<file path="config.mk">
export PLATFORM = sky130hd
export DESIGN_NAME = ifetch_linebuf_flat
export DESIGN_NICKNAME = d
export VERILOG_FILES = /design/src/rtl/ifetch_linebuf_if.sv /design/src/rtl/ifetch_linebuf.sv /design/src/flat_wrapper.sv
export SDC_FILE = /design/constraint.sdc
export NUM_CORES = 1
export LEC_CHECK = 0
export ABC_AREA = 1
export BUFFER_PORTS_ARGS = -buffer_cell sky130_fd_sc_hd__buf_2
export CAP_MARGIN = 0
export CORE_MARGIN = 5
export CORE_UTILIZATION = 42
export CTS_CLUSTER_SIZE = 14
export DETAILED_ROUTE_END_ITERATION = 7
export HOLD_SLACK_MARGIN = 0.08
export PLACE_DENSITY = 0.91
export SLEW_MARGIN = 30
export SYNTH_ARGS = -nofsm -noshare
export SYNTH_HDL_FRONTEND = slang
export SYNTH_SLANG_ARGS = --single-unit
</file>
<file path="constraint.sdc">
create_clock -name clk -period 1.5 [get_ports clk]
set_input_delay 0.3 -clock clk [delete_from_list [all_inputs] [get_ports clk]]
set_output_delay 0.3 -clock clk [all_outputs]
set_load 0.02 [all_outputs]
</file>
<file path="src/rtl/ifetch_linebuf_if.sv">
// Cache read channel between the fetch stage and the instruction cache.
// Signals: c_valid, c_addr (line-aligned) from fetch; c_ready, c_rdata (one line) from cache.
interface ifetch_linebuf_if #(
  parameter int unsigned LINE_WORDS = 4
);
  logic                      c_valid;
  logic [31:0]               c_addr;
  logic                      c_ready;
  logic [32*LINE_WORDS-1:0]  c_rdata;

  modport master (
    output c_valid, c_addr,
    input  c_ready, c_rdata
  );

  modport slave (
    input  c_valid, c_addr,
    output c_ready, c_rdata
  );
endinterface

</file>
<file path="src/rtl/ifetch_linebuf.sv">
// Fetch stage with an optional direct-mapped line buffer in front of a line-wide cache read channel.
// Ports: clk, rst (sync, active-high); addr, pipe_stall, pipe_flush, inv in;
//   inst (registered), error (comb fault), stall_req, flush_req (always 0) out;
//   cache: ifetch_linebuf_if.master (c_valid, c_addr, c_ready, c_rdata).
// Build option: define IFETCH_LINEBUF_EN to include the line buffer;
//   without it every legal fetch goes to the cache and inv is ignored.
module ifetch_linebuf #(
  parameter int unsigned LINE_WORDS = 4,
  parameter int unsigned LB_ENTRIES = 4,
  parameter logic [31:0] MEM_BASE   = 32'h80000000,
  parameter logic [31:0] MEM_SIZE   = 32'h00040000
) (
  input  logic             clk,
  input  logic             rst,
  input  logic [31:0]      addr,
  input  logic             pipe_stall,
  input  logic             pipe_flush,
  input  logic             inv,
  output logic [31:0]      inst,
  output logic             error,
  output logic             stall_req,
  output logic [3:0]       flush_req,
  ifetch_linebuf_if.master cache
);

  localparam int OFF = $clog2(4 * LINE_WORDS);
  localparam int WB  = (LINE_WORDS > 1) ?
                       $clog2(LINE_WORDS) : 1;
  localparam int LW  = 32 * LINE_WORDS;

  typedef enum logic {RUN, FILL} state_t;

  state_t        state_q, state_d;
  logic [31:0]   caddr_q, caddr_d;
  logic [31:0]   line_addr;
  logic [WB-1:0] wsel;
  logic [32:0]   a33, lo, hi;
  logic          hit;
  logic [LW-1:0] hit_line;
  logic          fill_done;
  logic [31:0]   load_val;
  logic [31:0]   fill_word, hit_word;

  assign flush_req = 4'b0000;

  assign line_addr =
    addr & ~(32'(4 * LINE_WORDS) - 32'd1);

  assign wsel = (LINE_WORDS > 1) ?
                WB'(addr >> 2) : '0;

  // 33-bit window compare so MEM_BASE+MEM_SIZE
  // never wraps.
  assign a33   = {1'b0, addr};
  assign lo    = {1'b0, MEM_BASE};
  assign hi    = {1'b0, MEM_BASE} +
                 {1'b0, MEM_SIZE};
  assign error = (addr[1:0] != 2'b00) ||
                 (a33 < lo) || (a33 >= hi);

`ifdef IFETCH_LINEBUF_EN
  localparam int IBR = $clog2(LB_ENTRIES);
  localparam int IB  = (IBR > 0) ? IBR : 1;
  localparam int TW  = 32 - OFF - IBR;

  logic [LB_ENTRIES-1:0] vld_q;
  logic [TW-1:0]         tag_q [LB_ENTRIES];
  logic [LW-1:0]         dat_q [LB_ENTRIES];
  logic [31:0]           rline, wline;
  logic [IB-1:0]         ridx, widx;
  logic [TW-1:0]         rtag, wtag;

  assign rline = addr >> OFF;
  assign ridx  = IB'(rline &
                 32'(LB_ENTRIES - 1));
  assign rtag  = TW'(rline >> IBR);

  // Fill target comes from the line actually
  // requested on the channel.
  assign wline = cache.c_addr >> OFF;
  assign widx  = IB'(wline &
                 32'(LB_ENTRIES - 1));
  assign wtag  = TW'(wline >> IBR);

  // Registered contents only: an inv in this
  // cycle does not affect this cycle's hit.
  assign hit      = vld_q[ridx] &&
                    (tag_q[ridx] == rtag);
  assign hit_line = dat_q[ridx];

  // inv wins over a same-cycle fill, leaving
  // the freshly written entry invalid.
  always_ff @(posedge clk) begin
    if (rst) begin
      vld_q <= '0;
    end else if (inv) begin
      vld_q <= '0;
    end else if (fill_done) begin
      vld_q[widx] <= 1'b1;
    end
  end

  always_ff @(posedge clk) begin
    if (fill_done) begin
      tag_q[widx] <= wtag;
      dat_q[widx] <= cache.c_rdata;
    end
  end
`else
  localparam int unsigned unused_entries =
    LB_ENTRIES;
  logic unused_inv;

  assign unused_inv = inv;
  assign hit        = 1'b0;
  assign hit_line   = '0;
`endif

  always_comb begin
    fill_word = '0;
    hit_word  = '0;
    for (int i = 0; i < LINE_WORDS; i++) begin
      if (WB'(i) == wsel) begin
        fill_word = cache.c_rdata[i*32 +: 32];
        hit_word  = hit_line[i*32 +: 32];
      end
    end
  end

  always_comb begin
    state_d       = state_q;
    caddr_d       = caddr_q;
    cache.c_valid = 1'b0;
    cache.c_addr  = caddr_q;
    stall_req     = 1'b0;
    fill_done     = 1'b0;
    load_val      = '0;
    unique case (state_q)
      RUN: begin
        unique case (1'b1)
          error: begin
            load_val = '0;
          end
          (!error && hit): begin
            load_val = hit_word;
          end
          (!error && !hit): begin
            cache.c_valid = 1'b1;
            cache.c_addr  = line_addr;
            caddr_d       = line_addr;
            if (cache.c_ready) begin
              fill_done = 1'b1;
              load_val  = fill_word;
            end else begin
              stall_req = 1'b1;
              state_d   = FILL;
            end
          end
          default: begin
            load_val = '0;
          end
        endcase
      end
      FILL: begin
        cache.c_valid = 1'b1;
        if (cache.c_ready) begin
          fill_done = 1'b1;
          load_val  = fill_word;
          state_d   = RUN;
        end else begin
          stall_req = 1'b1;
        end
      end
      default: begin
        state_d = RUN;
      end
    endcase
  end

  always_ff @(posedge clk) begin
    if (rst) begin
      state_q <= RUN;
      caddr_q <= '0;
    end else begin
      state_q <= state_d;
      caddr_q <= caddr_d;
    end
  end

  // A stalled fetch keeps the old word; the
  // completing fill drops stall_req and loads.
  always_ff @(posedge clk) begin
    if (rst) begin
      inst <= '0;
    end else if (pipe_flush) begin
      inst <= '0;
    end else if (pipe_stall) begin
      inst <= inst;
    end else if (!stall_req) begin
      inst <= load_val;
    end
  end

endmodule

</file>
<file path="src/flat_wrapper.sv">
// flat-port wrapper written by rule: the top's interface ports become plain ports
module ifetch_linebuf_flat 
#(
  parameter int unsigned LINE_WORDS = 4,
  parameter int unsigned LB_ENTRIES = 4,
  parameter logic [31:0] MEM_BASE   = 32'h80000000,
  parameter logic [31:0] MEM_SIZE   = 32'h00040000
)
  (clk, rst, addr, pipe_stall, pipe_flush, inv, inst, error, stall_req, flush_req, cache_c_valid, cache_c_addr, cache_c_ready, cache_c_rdata);
  ifetch_linebuf_if #(.LINE_WORDS(LINE_WORDS)) cache_i ();
  input  logic clk;
  input  logic rst;
  input  logic [31:0] addr;
  input  logic pipe_stall;
  input  logic pipe_flush;
  input  logic inv;
  output logic [31:0] inst;
  output logic error;
  output logic stall_req;
  output logic [3:0] flush_req;
  output wire logic [$bits(cache_i.c_valid)-1:0] cache_c_valid;
  output wire logic [$bits(cache_i.c_addr)-1:0] cache_c_addr;
  input wire logic [$bits(cache_i.c_ready)-1:0] cache_c_ready;
  input wire logic [$bits(cache_i.c_rdata)-1:0] cache_c_rdata;
  assign cache_c_valid = cache_i.c_valid;
  assign cache_c_addr = cache_i.c_addr;
  assign cache_i.c_ready = cache_c_ready;
  assign cache_i.c_rdata = cache_c_rdata;
  ifetch_linebuf #(.LINE_WORDS(LINE_WORDS), .LB_ENTRIES(LB_ENTRIES), .MEM_BASE(MEM_BASE), .MEM_SIZE(MEM_SIZE)) u_core (.clk(clk), .rst(rst), .addr(addr), .pipe_stall(pipe_stall), .pipe_flush(pipe_flush), .inv(inv), .inst(inst), .error(error), .stall_req(stall_req), .flush_req(flush_req), .cache(cache_i));
endmodule
</file>
==> flow_summary.html <==
<table>
<tr><th>Metric</th><th>Value</th></tr>
<tr><th colspan="2">Layout</th></tr>
<tr><td>Fill count</td><td>580</td></tr>
<tr><td>Synth-to-layout area growth</td><td>74.6%</td></tr>
<tr><td>Multi-input gate area in the final layout</td><td>roughly 2300 µm²</td></tr>
<tr><td>Diode count</td><td>0</td></tr>
<tr><td>Share of final-layout standard cells stronger than drive strength 1</td><td>~54%</td></tr>
<tr><td>Most common cell after layout, fill and taps aside</td><td>buf_2</td></tr>
<tr><td>Sequential standard cell area</td><td>approximately 1300 µm²</td></tr>
<tr><td>Non-filler instance count after layout</td><td>~900</td></tr>
<tr><td>Layout Nets</td><td>975</td></tr>
<tr><td>Commonest cells after routing, fill and taps aside</td><td>buf_2, nand2_1, dfxtp_1</td></tr>
<tr><td>Final Cell Area</td><td>approximately 6100 µm²</td></tr>
<tr><th colspan="2">CTS</th></tr>
<tr><td>Maximum number of buffers from clock root to sink</td><td>2</td></tr>
<tr><td># clock sinks</td><td>65</td></tr>
<tr><td>Clock root buffer master</td><td>clkbuf_8</td></tr>
<tr><td>Number of levels the H-tree was split into</td><td>3</td></tr>
<tr><td>Post-CTS clock slew at the launch and capture registers of the worst setup and hold paths</td><td>0.08 ns</td></tr>
<tr><td>Number of buffers added to fix hold violations after cts</td><td>0</td></tr>
<tr><td>TritonCTS clock tree</td><td>yes</td></tr>
<tr><td>Number of buffers created by CTS</td><td>9</td></tr>
<tr><td>Clock latency on the worst-skew pair</td><td>0.34 ns</td></tr>
<tr><th colspan="2">Status</th></tr>
<tr><td>Result of the run</td><td>finished, violations left</td></tr>
<tr><td>Violations in the final reports</td><td>setup timing</td></tr>
<tr><th colspan="2">Critical path</th></tr>
<tr><td>Worst Path Buf+Inv</td><td>4</td></tr>
<tr><td>Stage delay of the slowest cell on the critical path</td><td>around 0.17 ns</td></tr>
<tr><td>Class of the most critical setup path</td><td>input port to output pin</td></tr>
<tr><td>Required time reported for the critical path endpoint</td><td>between 1 and 1.5 ns</td></tr>
<tr><td>Largest fanout on the critical path</td><td>4</td></tr>
<tr><td>Worst reg2reg setup slack</td><td>~0.19 ns</td></tr>
<tr><td>Reg-to-reg critical path startpoint</td><td>u_core.state_q</td></tr>
<tr><td>Terminus of the critical flop-to-flop path</td><td>u_core.inst[14]</td></tr>
<tr><td>Path depth of the worst reg2reg path</td><td>8</td></tr>
<tr><td>Max stage delay cell, worst path</td><td>nor2_2</td></tr>
<tr><td>Worst Setup Start Kind</td><td>input port</td></tr>
<tr><td>Cell type group with the largest total delay on the critical path</td><td>simple AND/OR/NAND/NOR gates</td></tr>
<tr><td>Crit path DAT</td><td>about 1.6 ns</td></tr>
<tr><td>Kind of end point of the critical path</td><td>output pin</td></tr>
<tr><td>Ordered cell list for the critical path</td><td>buf_6 -&gt; nor2_2 -&gt; nand2_1 -&gt; nor2_2 -&gt; nand2_2 -&gt; nor2_4 -&gt; buf_6 -&gt; buf_6 -&gt; nand2_1 -&gt; nand2_1 -&gt; buf_2</td></tr>
<tr><th colspan="2">STA</th></tr>
<tr><td>Headroom to the max-slew limit</td><td>between 40 and 50%</td></tr>
<tr><td>Fin crit period</td><td>slightly below 2 ns</td></tr>
<tr><td>Highest attainable clock frequency</td><td>about 0.52 GHz</td></tr>
<tr><td>Final setup violation count</td><td>67</td></tr>
<tr><td>Number of pins exceeding their max-slew limit in the final report</td><td>0</td></tr>
<tr><td>Final worst clock skew</td><td>about 0.0066 ns</td></tr>
<tr><td>Setup repair after global routing missed its margin</td><td>true</td></tr>
<tr><td>Share of the clock period used by the worst path after layout</td><td>129%</td></tr>
<tr><td>Fin. Hold Viols</td><td>0</td></tr>
<tr><td>Actual transition at the worst max-transition pin</td><td>roughly 0.86 ns</td></tr>
<tr><td>Final worst-path setup slack</td><td>-0.435 ns</td></tr>
<tr><th colspan="2">Global route</th></tr>
<tr><td>Initial antenna violation count</td><td>0</td></tr>
<tr><td>First-pass GRT wire length</td><td>roughly 20000 µm</td></tr>
<tr><td>Via count of the first global-routing pass</td><td>between 4000 and 5000</td></tr>
<tr><td>Gr usage total</td><td>roughly 25%</td></tr>
<tr><td>Pin count of the biggest net entering global routing</td><td>34</td></tr>
<tr><td>Remaining global-route overflow</td><td>0</td></tr>
<tr><th colspan="2">Die</th></tr>
<tr><td>Vertical die dimension</td><td>101 µm</td></tr>
<tr><td>Total Die Area</td><td>slightly above 10000 µm²</td></tr>
<tr><td>Number of core rows</td><td>33</td></tr>
<tr><td>Area of the core region</td><td>just over 8000 µm²</td></tr>
<tr><td>Floorplan die width</td><td>~100 µm</td></tr>
<tr><td>Starting utilization of the core area</td><td>42.6%</td></tr>
<tr><td>Number of top-level pins</td><td>approximately 240</td></tr>
<tr><th colspan="2">Routing</th></tr>
<tr><td>Final ANT Viol Nets</td><td>0</td></tr>
<tr><td>DRT Pass-1 Iters</td><td>5</td></tr>
<tr><td>Starting DRC count in detailed routing</td><td>~220</td></tr>
<tr><td>Via Count</td><td>4583</td></tr>
<tr><td>Post-route DRC violation count</td><td>0</td></tr>
<tr><td>Final WL</td><td>~15000 µm</td></tr>
<tr><td>Vias per cell</td><td>4.99</td></tr>
<tr><td>Wire per inst</td><td>about 16 µm</td></tr>
<tr><th colspan="2">Logic synthesis</th></tr>
<tr><td>Syn Std Cell Area</td><td>between 3000 and 4000 µm²</td></tr>
<tr><td>Count of state elements after synthesis</td><td>65</td></tr>
<tr><td>Count of cell types in the netlist</td><td>23</td></tr>
<tr><td>Gate count of the mapped netlist</td><td>545</td></tr>
<tr><td>Average cell area after synthesis</td><td>approximately 6.4 µm²</td></tr>
<tr><td>Warnings, synthesis</td><td>0</td></tr>
<tr><td>Sequential area share after synthesis</td><td>37.5%</td></tr>
<tr><th colspan="2">Run</th></tr>
<tr><td>Number of max-capacitance violations reported</td><td>0</td></tr>
<tr><th colspan="2">Worst hold path</th></tr>
<tr><td>Endpoint with the worst hold slack</td><td>u_core.caddr_q[17]</td></tr>
<tr><td>Hold/Removal Path Class</td><td>input port to flip-flop</td></tr>
<tr><td>Hold_sp</td><td>addr[17]</td></tr>
<tr><td>Hold path cells</td><td>3</td></tr>
<tr><th colspan="2">Placement</th></tr>
<tr><td>Area after DPL</td><td>between 5000 and 6000 µm²</td></tr>
<tr><td>Placed Cells incl. Taps</td><td>approximately 890</td></tr>
<tr><td>Gp weighted congestion</td><td>just over 0.9</td></tr>
<tr><td>PortBufs</td><td>approximately 230</td></tr>
<tr><td>HPWL after DPL</td><td>approximately 9700 µm</td></tr>
<tr><th colspan="2">Power and ir drop</th></tr>
<tr><td>P per Cell Area</td><td>~680 nW/µm²</td></tr>
<tr><td>IR drop worst, VDD</td><td>around 0.00040 V</td></tr>
<tr><td>Leakage power</td><td>slightly above 3 nW</td></tr>
</table>
what timing repair did:
| action | 4_1_cts | 5_1_grt |
|---|---|---|
| gates resized for setup | 85 | 76 |
| pin swaps | 3 | 18 |
| setup endpoints to repair | 34 | 67 |
| buffers inserted | 7 | 2 |
| cloned | 2 | 2 |
per-layer routing:
metal	wire, µm	vias to the layer above	part of all wire, %	global-route usage (%)
met5	0	-	0	0
met2	7850	222	53	46.4
met1	5450	2074	37	28.0
met4	409	0	2.8	10.3
met3	1140	33	7.7	4.57
li1	-	2254	-	-
synthesized netlist by cell type (all sizes together):
library cell,instances,area share (%)
buf,30,6.1
o21ai,30,4.3
o211ai,8,1.7
dfxtp,65,38
or2,1,0.18
nand3,49,7.1
clkbuf,9,0.97
a31oi,1,0.18
nor3,6,0.87
a21oi,47,6.8
inv,35,3.9
nand2,202,23
conb,1,0.11
nor2,61,7.5
stage by stage:
stage               utilization (%)  setup TNS, ns  hold slack [ns]  setup WS, ns  total power, mW
finish                         74.4         -17.72            0.269        -0.435             4.11
global route                   74.4         -22.67            0.254        -0.504             4.28
CTS                            70.1          -5.70            0.227        -0.221             4.07
detailed placement             63.2         -15.82            0.449        -0.351             2.38
global placement               63.2         -13.78            0.444        -0.324             2.37
floorplan                         -          -1.76            0.434       -0.0701             2.08
worst reg2reg max path, cell delays in order, from the launching register on:
cell and delay, ns:
dfxtp_2 0.35, inv_1 0.14, nand2_8 0.08, nand2_4 0.08, buf_6 0.11, nand2_8 0.08, clkbuf_16 0.18, nand2_1 0.07
a21oi_1 0.06
how the worst max path moves through the flow:
stage,startpoint,to,slack (ns),cells after the start
floorplan,addr[31],cache_c_addr[10],-0.07,10
global placement,addr[31],cache_c_addr[17],-0.32,11
detailed placement,addr[31],cache_c_addr[22],-0.35,11
CTS,addr[19],cache_c_addr[16],-0.22,11
global route,addr[21],cache_c_addr[5],-0.50,11
finish,addr[21],cache_c_addr[5],-0.43,11
final cells by class:
class,count,share of cell area (%)
multi-input combinational,409,38.1
clock buffer,9,2.05
sequential,65,21.5
timing repair inverter,1,0.331
timing repair buffer,288,31.5
tap,105,2.17
clock inverter,7,1.65
inverter,35,2.73
registers in the layout, summed over array words and instances (netlist names):
| register | flops |
|---|---|
| u_core.state_q | 1 |
| u_core.caddr_q | 32 |
| u_core.inst | 32 |
power breakdown:
| part | leakage (nW) | internal [mW] | total, mW | switching, mW |
|---|---|---|---|---|
| clock | 0.115 | 0.953 | 1.69 | 0.735 |
| combinational | 2.38 | 0.334 | 0.703 | 0.368 |
| sequential | 0.524 | 1.72 | 1.72 | 0.00000617 |
cell families after synthesis:
| family | Yosys count | share of synthesized area, % |
|---|---|---|
| flip-flops | 65 | 37.5 |
| buffers and inverters | 74 | 10.9 |
| AO/OA/AOI/OAI | 86 | 13.0 |
| other | 1 | 0.108 |
| AND/OR/NAND/NOR | 319 | 38.4 |
Power figures use the tool's default switching activity.
